## config.mk

```make
export PLATFORM = sky130hd
export DESIGN_NAME = signal_debounce
export DESIGN_NICKNAME = d
export VERILOG_FILES = /design/src/rtl/signal_debounce.sv
export SDC_FILE = /design/constraint.sdc
export NUM_CORES = 1
export LEC_CHECK = 0
export ABC_AREA = 1
export CAP_MARGIN = 30
export CELL_PAD_IN_SITES_DETAIL_PLACEMENT = 0
export CELL_PAD_IN_SITES_GLOBAL_PLACEMENT = 1
export CORE_ASPECT_RATIO = 1.25
export CORE_MARGIN = 2
export CORE_UTILIZATION = 42
export CTS_CLUSTER_DIAMETER = 50
export DETAILED_ROUTE_END_ITERATION = 6
export GPL_ROUTABILITY_DRIVEN = 0
export PLACE_DENSITY = 0.91
export SLEW_MARGIN = 15
export SYNTH_ARGS = -nofsm -noshare
export SYNTH_HDL_FRONTEND = slang
export SYNTH_SLANG_ARGS = --single-unit
```

## constraint.sdc

```tcl
create_clock -name clock -period 2.65 [get_ports clock]
set_input_delay 0.53 -clock clock [delete_from_list [all_inputs] [get_ports clock]]
set_output_delay 0.53 -clock clock [all_outputs]
set_load 0.01 [all_outputs]
```

## src/rtl/signal_debounce.sv

```systemverilog
// Debounces an asynchronous, glitchy input line: two-flop synchronizer, a
// four-state qualify FSM, a rising-edge trigger pulse and a saturating event counter.
module signal_debounce #(
  parameter int STABLE_CNT = 8,
  parameter int DIM        = 6,
  parameter int CNT_W      = 8
) (
  input  logic             clock,
  input  logic             reset,
  input  logic             raw_in,
  input  logic             enable,
  input  logic             clear_count,
  output logic             level_out,
  output logic             trigger_out,
  output logic [CNT_W-1:0] event_count
);

  typedef enum logic [1:0] {
    LOW      = 2'd0,
    RISE_CHK = 2'd1,
    HIGH     = 2'd2,
    FALL_CHK = 2'd3
  } state_t;

  localparam logic [DIM:0] CNT_LAST = (DIM+1)'(STABLE_CNT - 1);
  localparam logic [DIM:0] CNT_ONE  = (DIM+1)'(1);

  logic             s1_q, s2_q;
  state_t           state_q, state_d;
  logic [DIM:0]     cnt_q, cnt_d;
  logic             level_q, level_d;
  logic             trig_q, trig_d;
  logic [CNT_W-1:0] ev_q, ev_d;

  function automatic logic [CNT_W-1:0] sat_inc(input logic [CNT_W-1:0] v);
    sat_inc = (v == {CNT_W{1'b1}}) ? v : v + CNT_W'(1);
  endfunction

  always_ff @(posedge clock or negedge reset) begin
    if (!reset) begin
      s1_q <= 1'b0;
      s2_q <= 1'b0;
    end else begin
      s1_q <= raw_in;
      s2_q <= s1_q;
    end
  end

  always_comb begin
    state_d = LOW;
    cnt_d   = '0;
    trig_d  = 1'b0;
    if (enable) begin
      case (state_q)
        LOW: begin
          if (s2_q) begin
            state_d = RISE_CHK;
            cnt_d   = CNT_ONE;
          end
        end
        RISE_CHK: begin
          if (!s2_q) begin
            state_d = LOW;
          end else if (cnt_q == CNT_LAST) begin
            state_d = HIGH;
            trig_d  = 1'b1;
          end else begin
            state_d = RISE_CHK;
            cnt_d   = cnt_q + CNT_ONE;
          end
        end
        HIGH: begin
          state_d = HIGH;
          if (!s2_q) begin
            state_d = FALL_CHK;
            cnt_d   = CNT_ONE;
          end
        end
        FALL_CHK: begin
          if (s2_q) begin
            state_d = HIGH;
          end else if (cnt_q == CNT_LAST) begin
            state_d = LOW;
          end else begin
            state_d = FALL_CHK;
            cnt_d   = cnt_q + CNT_ONE;
          end
        end
        default: begin
          state_d = LOW;
        end
      endcase
    end
    level_d = (state_d == HIGH) || (state_d == FALL_CHK);
  end

  // Counter tracks the registered trigger: it bumps on the same edge the pulse appears.
  always_comb begin
    ev_d = ev_q;
    if (clear_count) begin
      ev_d = trig_d ? CNT_W'(1) : '0;
    end else if (trig_d) begin
      ev_d = sat_inc(ev_q);
    end
  end

  always_ff @(posedge clock or negedge reset) begin
    if (!reset) begin
      state_q <= LOW;
      cnt_q   <= '0;
      level_q <= 1'b0;
      trig_q  <= 1'b0;
      ev_q    <= '0;
    end else begin
      state_q <= state_d;
      cnt_q   <= cnt_d;
      level_q <= level_d;
      trig_q  <= trig_d;
      ev_q    <= ev_d;
    end
  end

  assign level_out   = level_q;
  assign trigger_out = trig_q;
  assign event_count = ev_q;

endmodule

```

Word-level counts from Yosys, hierarchy flattened
Cells that the tools add are included.

storage, ports and cells
  word-level logic and storage cells = 44
  output and inout bits = 10
  register bits = 21

cells by class
  mux-type cells = 23
  eq/ne operators = 8
  reduce and logical (&&, ||, !) cells = 4
  $add $sub $neg = 2

operators with widths
  kind                                                                   count
  7-bit 2-to-1 mux                                                       4
  7-bit case mux with 4 select lines                                     1
  8-bit 2-to-1 mux                                                       3
  2-bit 2-to-1 mux                                                       5
  1-bit 2-to-1 mux                                                       9
  8-bit by 1-bit adder with 8-bit output, second input constant          1
  2-bit equality test, second input constant                             4
  8-bit equality test, second input constant                             1
  2-bit case mux with 4 select lines                                     1
  7-bit by 1-bit adder with 7-bit output, second input constant          1
  7-bit by 3-bit equality test with 1-bit output, second input constant  1
  2-bit by 1-bit equality test with 1-bit output, second input constant  1
  2-bit zero test                                                        1
  2-bit != test, second input constant                                   1
  2-bit AND reduction                                                    1
  2-bit nonzero test                                                     1
  1-bit logical OR                                                       1

Longest topological paths before layout
Gate-level depths: netlist of run 1.

  depth in word-level cells = 7
  depth in mapped cells = 9

Worst setup path after synthesis of run 1
No wires, ideal clock.

  kind = reg-to-reg
  from = register ev_q[0] (netlist: event_count[0])
  to = register ev_q[7] (netlist: event_count[7])
  period minus slack after synthesis = 1.346 ns
  path slack = 1.304 ns
  cell stages (with the launch flop) = 9
  arrival = 1.228 ns
  setup time = 0.118 ns
  cell sequence = dfrtp_1 > ha_1 > nand3_2 > inv_1 > nand2_1 > nand2_4 > nand2_4 > nand2_1 > nand2_1

between the ends
  cells in the longest elaborated chain, start to end = 4
  elaborated cells between the ends (all ways) = 7

ends and longest elaborated chain
  element                                 RTL line  RTL
  start, declared                         33        logic [CNT_W-1:0] ev_q, ev_d;
  start signal, assigned                  119       ev_q <= ev_d;
  8-bit by 1-bit adder with 8-bit output  36        sat_inc = (v == {CNT_W{1'b1}}) ? v : v + CNT_W'(1);
  8-bit 2-to-1 mux                        36
  8-bit 2-to-1 mux                        102       end else if (trig_d) begin
  8-bit 2-to-1 mux                        100       if (clear_count) begin

Several ways; a longest one is shown, not always the timed one. The select of a mux whose other input is x is not followed.
A chain may end at the register's enable or synchronous reset.

Worst setup path in the final report of run 1
  from = register ev_q[2] (netlist: event_count[2])
  to = output port event_count[2]

RTL lines
  element        RTL line  RTL
  end, declared  15        output logic [CNT_W-1:0] event_count

No word-level cell between the ends.

==> run summary, run 1 <==
status -> finished, final reports clean
Final Max Slew Viols -> 0
worst-path cell with the longest stage delay -> clkdlybuf4s50_1
Peak VDD IR -> 271.8 uV
Buf+Inv Stages, Crit Path -> 1
fmax -> 529.0 MHz
Die H -> 61.12 um
post-layout min period -> 1890 ps
Worst Setup Start Kind -> flip-flop
non-filler instance count after layout -> 184
Setup Buffers After CTS -> 0
drc violations -> 0
initial antenna violation count -> 0
maxcap violations -> 0
via count -> 879
Mapped Avg Cell Area -> 8.241 um2
Clock Latency Late Sink -> 310 ps
CTS sink count -> 21
first-pass GRT wire length -> 3829 um
Max FO, Critical Path -> 6
Placed Instances -> 180
CTS H-tree depth -> 1
clk slew on worst S/H paths -> 120 ps
die area -> 3037 um2
Main synth FF type -> dfrtp_1
Crit Path Category -> flip-flop to output pin
syn nets -> 140
Row Count -> 20
EDFF count, synth -> 0
vias per std cell -> 4.777
Crit path max-delay family -> buffers and inverters
Syn-to-layout area delta -> 19.29%
layout net count -> 159
CTS Buf Count -> 3
largest net degree at the start of global routing -> 22
RSZ-0062 raised after global routing -> false
P_leak -> 0.5671 nW
final setup vio count -> 0
gr usage total -> 0.1677
worst path required time -> 2120 ps
synthesized cell area -> 1096 um2
Warnings, synthesis -> 0
CTS Hold Bufs -> 0
number of port buffers -> 14
ANT nets after route -> 0
Post-DP HPWL -> 1594 um
asr flop ratio synth -> 1.000
post-synth top area share -> 0.4795
Netlist cell types -> 23
worst path cell trace -> clkdlybuf4s50_1
FF+latch count, synth -> 21
core area -> 2452 um2
worst-margin pin slew -> 306.5 ps
register area share after synthesis -> 0.4795
Die W -> 49.69 um
CP max stage delay -> 580 ps
I/O pin total -> 15
Synth area leaders -> dfrtp_1 (48%), nand2_1 (12%), nor2_1 (7.5%)
most common cell in the synthesized netlist -> nand2_1
drt initial violations -> 19
# diodes -> 0
CTS tree -> done
Crit. End Element -> output pin
Bufs on Longest Clock Path -> 2
Hold Fails Final Rpt -> 0
Tcrit/Tclk final -> 0.7134
layout cells sized above 1 -> 0.09272
vias in the first global route -> 877
Synth Instances -> 133
leading area contributor after synthesis -> dfrtp_1
Post-synth top cells -> nand2_1 (34), nor2_1 (22), dfrtp_1 (21), nand3_1 (14), inv_1 (9)
worst min path class -> flip-flop to flip-flop
CTS root buf -> clkbuf_4
Setup Skew -> 8.856 ps
overflow left after global routing -> 0
Post-CTS Resized -> 0
WL/cell -> 11.55 um
setup TNS -> 0 ps
drt total wl -> 2126 um
Initial DRT Pass Iterations -> 4
Initial Util -> 0.4469
normalized max-slew margin -> 0.7935
Power Dens Cells -> 387.9 nW/um2
WP data arrival -> 1360 ps
stage by stage:
stage	cell area (um2)	util	total power (W)	setup WS [ps]	hold slack [ps]
after floorplan	1096	-	0.0003436	1304	234.4
final	1308	0.5332	0.0005071	759.6	361.5
after detailed placement	1280	0.5219	0.0003601	768.3	334.7
after global placement	1280	0.5219	0.0003593	789.2	334.8
after CTS	1308	0.5332	0.0005175	745.6	363.5
after global routing	1308	0.5332	0.0005349	696.8	381.5
layer usage:
layer / up-vias / routed length, um / track usage
li1: 469 / - / -
met1: 389 / 970 / 0.1997
met2: 17 / 1058 / 0.3010
met3: 4 / 62 / 0.03155
met4: 0 / 36 / 0.07143
met5: - / 0 / 0
final cells by class:
class,count,area [um2]
Clock buffer,3,22.52
Clock inverter,1,5.005
Fill cell,243,1145
Inverter,11,41.29
Multi-Input combinational cell,100,524.3
Sequential cell,21,525.5
Tap cell,33,41.29
Timing Repair Buffer,15,147.6
registers in the layout (all words and copies together) (netlist names):
name	flops
event_count	8
s2_q	1
cnt_q	7
trigger_out	1
level_out	1
s1_q	1
state_q	2
cell usage in the layout (no fill, tap or decap), types with 2 or more instances in the layout:
cell	instances
dfrtp_1	21
a21oi_1	2
o22ai_1	2
ha_1	2
nand4_1	3
clkbuf_4	3
o21bai_1	3
nor3_1	3
nand3_1	14
nor2_2	2
nor2_1	22
clkdlybuf4s50_1	14
o21ai_0	2
xor2_1	3
nand2_4	2
xnor2_1	2
inv_1	9
nand2_1	34
cells by family after synthesis:
logic type               Yosys count  synth area share
flip-flops                        21            0.4794
XOR/XNOR                           5           0.03996
buffers and inverters             12           0.04222
adder cells (fa/ha/maj)            2           0.02283
AND/OR/NAND/NOR                   84            0.3653
AO/OA/AOI/OAI                      9           0.05023
worst paths after layout:
path	startpoint	end	slack, ps	cells past startpoint
worst min register to register	s1_q	s2_q	360	0
worst max register to register	event_count[0]	event_count[2]	1140	8
min in group asynchronous	reset	cnt_q[0]	550	2
worst min-delay path	s1_q	s2_q	360	0
worst max-delay path	event_count[2]	event_count[2]	760	1
max in group asynchronous	reset	cnt_q[6]	1880	2
power breakdown:
part	switching [W]	internal, W
sequential	0.00000273	0.000324
clock	0.0000975	0.0000564
combinational	0.0000172	0.00000978
total	0.000117	0.000390
No activity file was read; power rests on OpenSTA's default activity.
==> run 2, diff against run 1 <==
CORE_UTILIZATION = 39   (was 42)
PLACE_DENSITY = 0.86   (was 0.91)
clock period = 1.9 ns   (was 2.65 ns; I/O delays follow)
==> run summary, run 2 (synthesis gave the netlist of run 1 again) <==
setup TNS -> 0 ps (unchanged)
CP max stage delay -> 580 ps (about the same)
RSZ-0062 raised after global routing -> false
Worst Setup Start Kind -> flip-flop
fmax -> 576.2 MHz
Post-DP HPWL -> 1619 um (+1.5%)
core area -> 2680 um2 (+9.3%)
Crit. End Element -> output pin
Hold Fails Final Rpt -> 0 (unchanged)
Peak VDD IR -> 284.3 uV (+4.6%)
RR Startpoint -> event_count[0]
# diodes -> 0 (unchanged)
ANT nets after route -> 0 (unchanged)
gr usage total -> 0.1553 (-0.01239)
non-filler instance count after layout -> 186 (+1.1%)
Die H -> 63.27 um (+3.5%)
maxcap violations -> 0 (unchanged)
CTS H-tree depth -> 1 (unchanged)
layout cells sized above 1 -> 0.09211 (-0.0006100)
hold wc startpoint -> s1_q
final setup vio count -> 0 (unchanged)
commonest non-fill, non-tap cell in the layout -> nand2_1
Initial DRT Pass Iterations -> 4 (unchanged)
CTS root buf -> clkbuf_4
number of flip-flops in the largest register -> 8 (unchanged)
Initial Util -> 0.4090 (-0.03798)
vias in the first global route -> 917 (+4.6%)
worst-path cell with the longest stage delay -> clkdlybuf4s50_1
CTS Hold Bufs -> 0 (unchanged)
WHS Endpoint -> s2_q
Max FO, Critical Path -> 6 (unchanged)
WL/cell -> 11.72 um (+1.4%)
P_leak -> 0.5692 nW (+0.37%)
clk slew on worst S/H paths -> 110 ps (about the same)
Placed Instances -> 182 (+1.1%)
worst path cell trace -> clkdlybuf4s50_1
Die W -> 51.42 um (+3.5%)
status -> finished, final reports clean
vias per std cell -> 4.989 (+4.4%)
die area -> 3253 um2 (+7.1%)
Crit Path Category -> flip-flop to output pin
Final Max Slew Viols -> 0 (unchanged)
Crit path max-delay family -> buffers and inverters
WHS Path Cells -> 0 (unchanged)
FF-to-FF setup slack -> 420 ps (-720 ps)
Bufs on Longest Clock Path -> 2 (unchanged)
number of port buffers -> 14 (unchanged)
Syn-to-layout area delta -> 19.98%
Setup Skew -> 7.326 ps (-1.531 ps)
CTS Buf Count -> 3 (unchanged)
overflow left after global routing -> 0 (unchanged)
first-pass GRT wire length -> 3836 um (+0.18%)
worst-margin pin slew -> 303.3 ps (-3.180 ps)
Post-CTS Resized -> 0 (unchanged)
Power Dens Cells -> 537.1 nW/um2 (+38%)
worst min path class -> flip-flop to flip-flop
Setup Buffers After CTS -> 0 (unchanged)
commonest cells after routing, fill and taps aside -> nand2_1 (34), nor2_1 (22), dfrtp_1 (21), nand3_1 (14), clkdlybuf4s50_1 (14)
initial antenna violation count -> 0 (unchanged)
critical path startpoint -> event_count[2]
normalized max-slew margin -> 0.7956 (+0.002142)
layout net count -> 160 (+0.63%)
WP data arrival -> 1360 ps (about the same)
Clock Latency Late Sink -> 300 ps (about the same)
via count -> 928 (+5.6%)
Row Count -> 21 (+5.0%)
Buf+Inv Stages, Crit Path -> 1 (unchanged)
post-layout min period -> 1735 ps
worst path required time -> 1520 ps (-600 ps)
CTS sink count -> 21 (unchanged)
largest net degree at the start of global routing -> 22 (unchanged)
CTS tree -> done
reg2reg end -> event_count[2]
Tcrit/Tclk final -> 0.9134
FF-to-FF path depth -> 8 (unchanged)
drc violations -> 0 (unchanged)
I/O pin total -> 15 (unchanged)
drt initial violations -> 17 (-2)
drt total wl -> 2180 um (+2.5%)
==> run 2: through the flow <==
| stage | hold WS (ps) | util | instance area (um2) | power [W] | setup WS (ps) |
|---|---|---|---|---|---|
| floorplan | 84.41 | - | 1096 | 0.0004792 | 553.6 |
| global placement | 336.0 | 0.4809 | 1289 | 0.0005033 | 218.8 |
| detailed placement | 335.6 | 0.4809 | 1289 | 0.0005039 | 197.9 |
| CTS | 361.6 | 0.4907 | 1315 | 0.0007214 | 147.9 |
| global route | 370.5 | 0.4907 | 1315 | 0.0007447 | 108.0 |
| finish | 357.1 | 0.4907 | 1315 | 0.0007063 | 164.6 |
==> run 2: final cells by class <==
cell class | instances | area (um2)
sequential | 21 | 525.5
multi-input combinational | 100 | 524.3
fill | 273 | 1365
clock buffer | 4 | 26.28
timing repair buffer | 16 | 155.1
inverter | 11 | 41.29
tap | 34 | 42.54
==> run 2: worst max path at each step <==
| stage | to | depth (start not counted) |
|---|---|---|
| floorplan | event_count[7] | 8 |
| global placement | event_count[2] | 7 |
| detailed placement | event_count[2] | 7 |
| CTS | event_count[2] | 1 |
| global route | event_count[2] | 1 |
| finish | event_count[2] | 1 |
==> run 2: where the power goes <==
group / switching [W] / internal (W)
clock network: 0.000130 / 0.0000819
registers: 0.00000366 / 0.000451
logic: 0.0000242 / 0.0000150
==> run 2: layer usage <==
metal | share of wire | vias to the layer above | track usage | wire, um
li1 | - | 472 | - | -
met5 | 0 | - | 0 | 0
met3 | 0.050 | 5 | 0.02607 | 108
met2 | 0.50 | 25 | 0.2612 | 1084
met1 | 0.43 | 426 | 0.1860 | 938
met4 | 0.022 | 0 | 0.07895 | 48
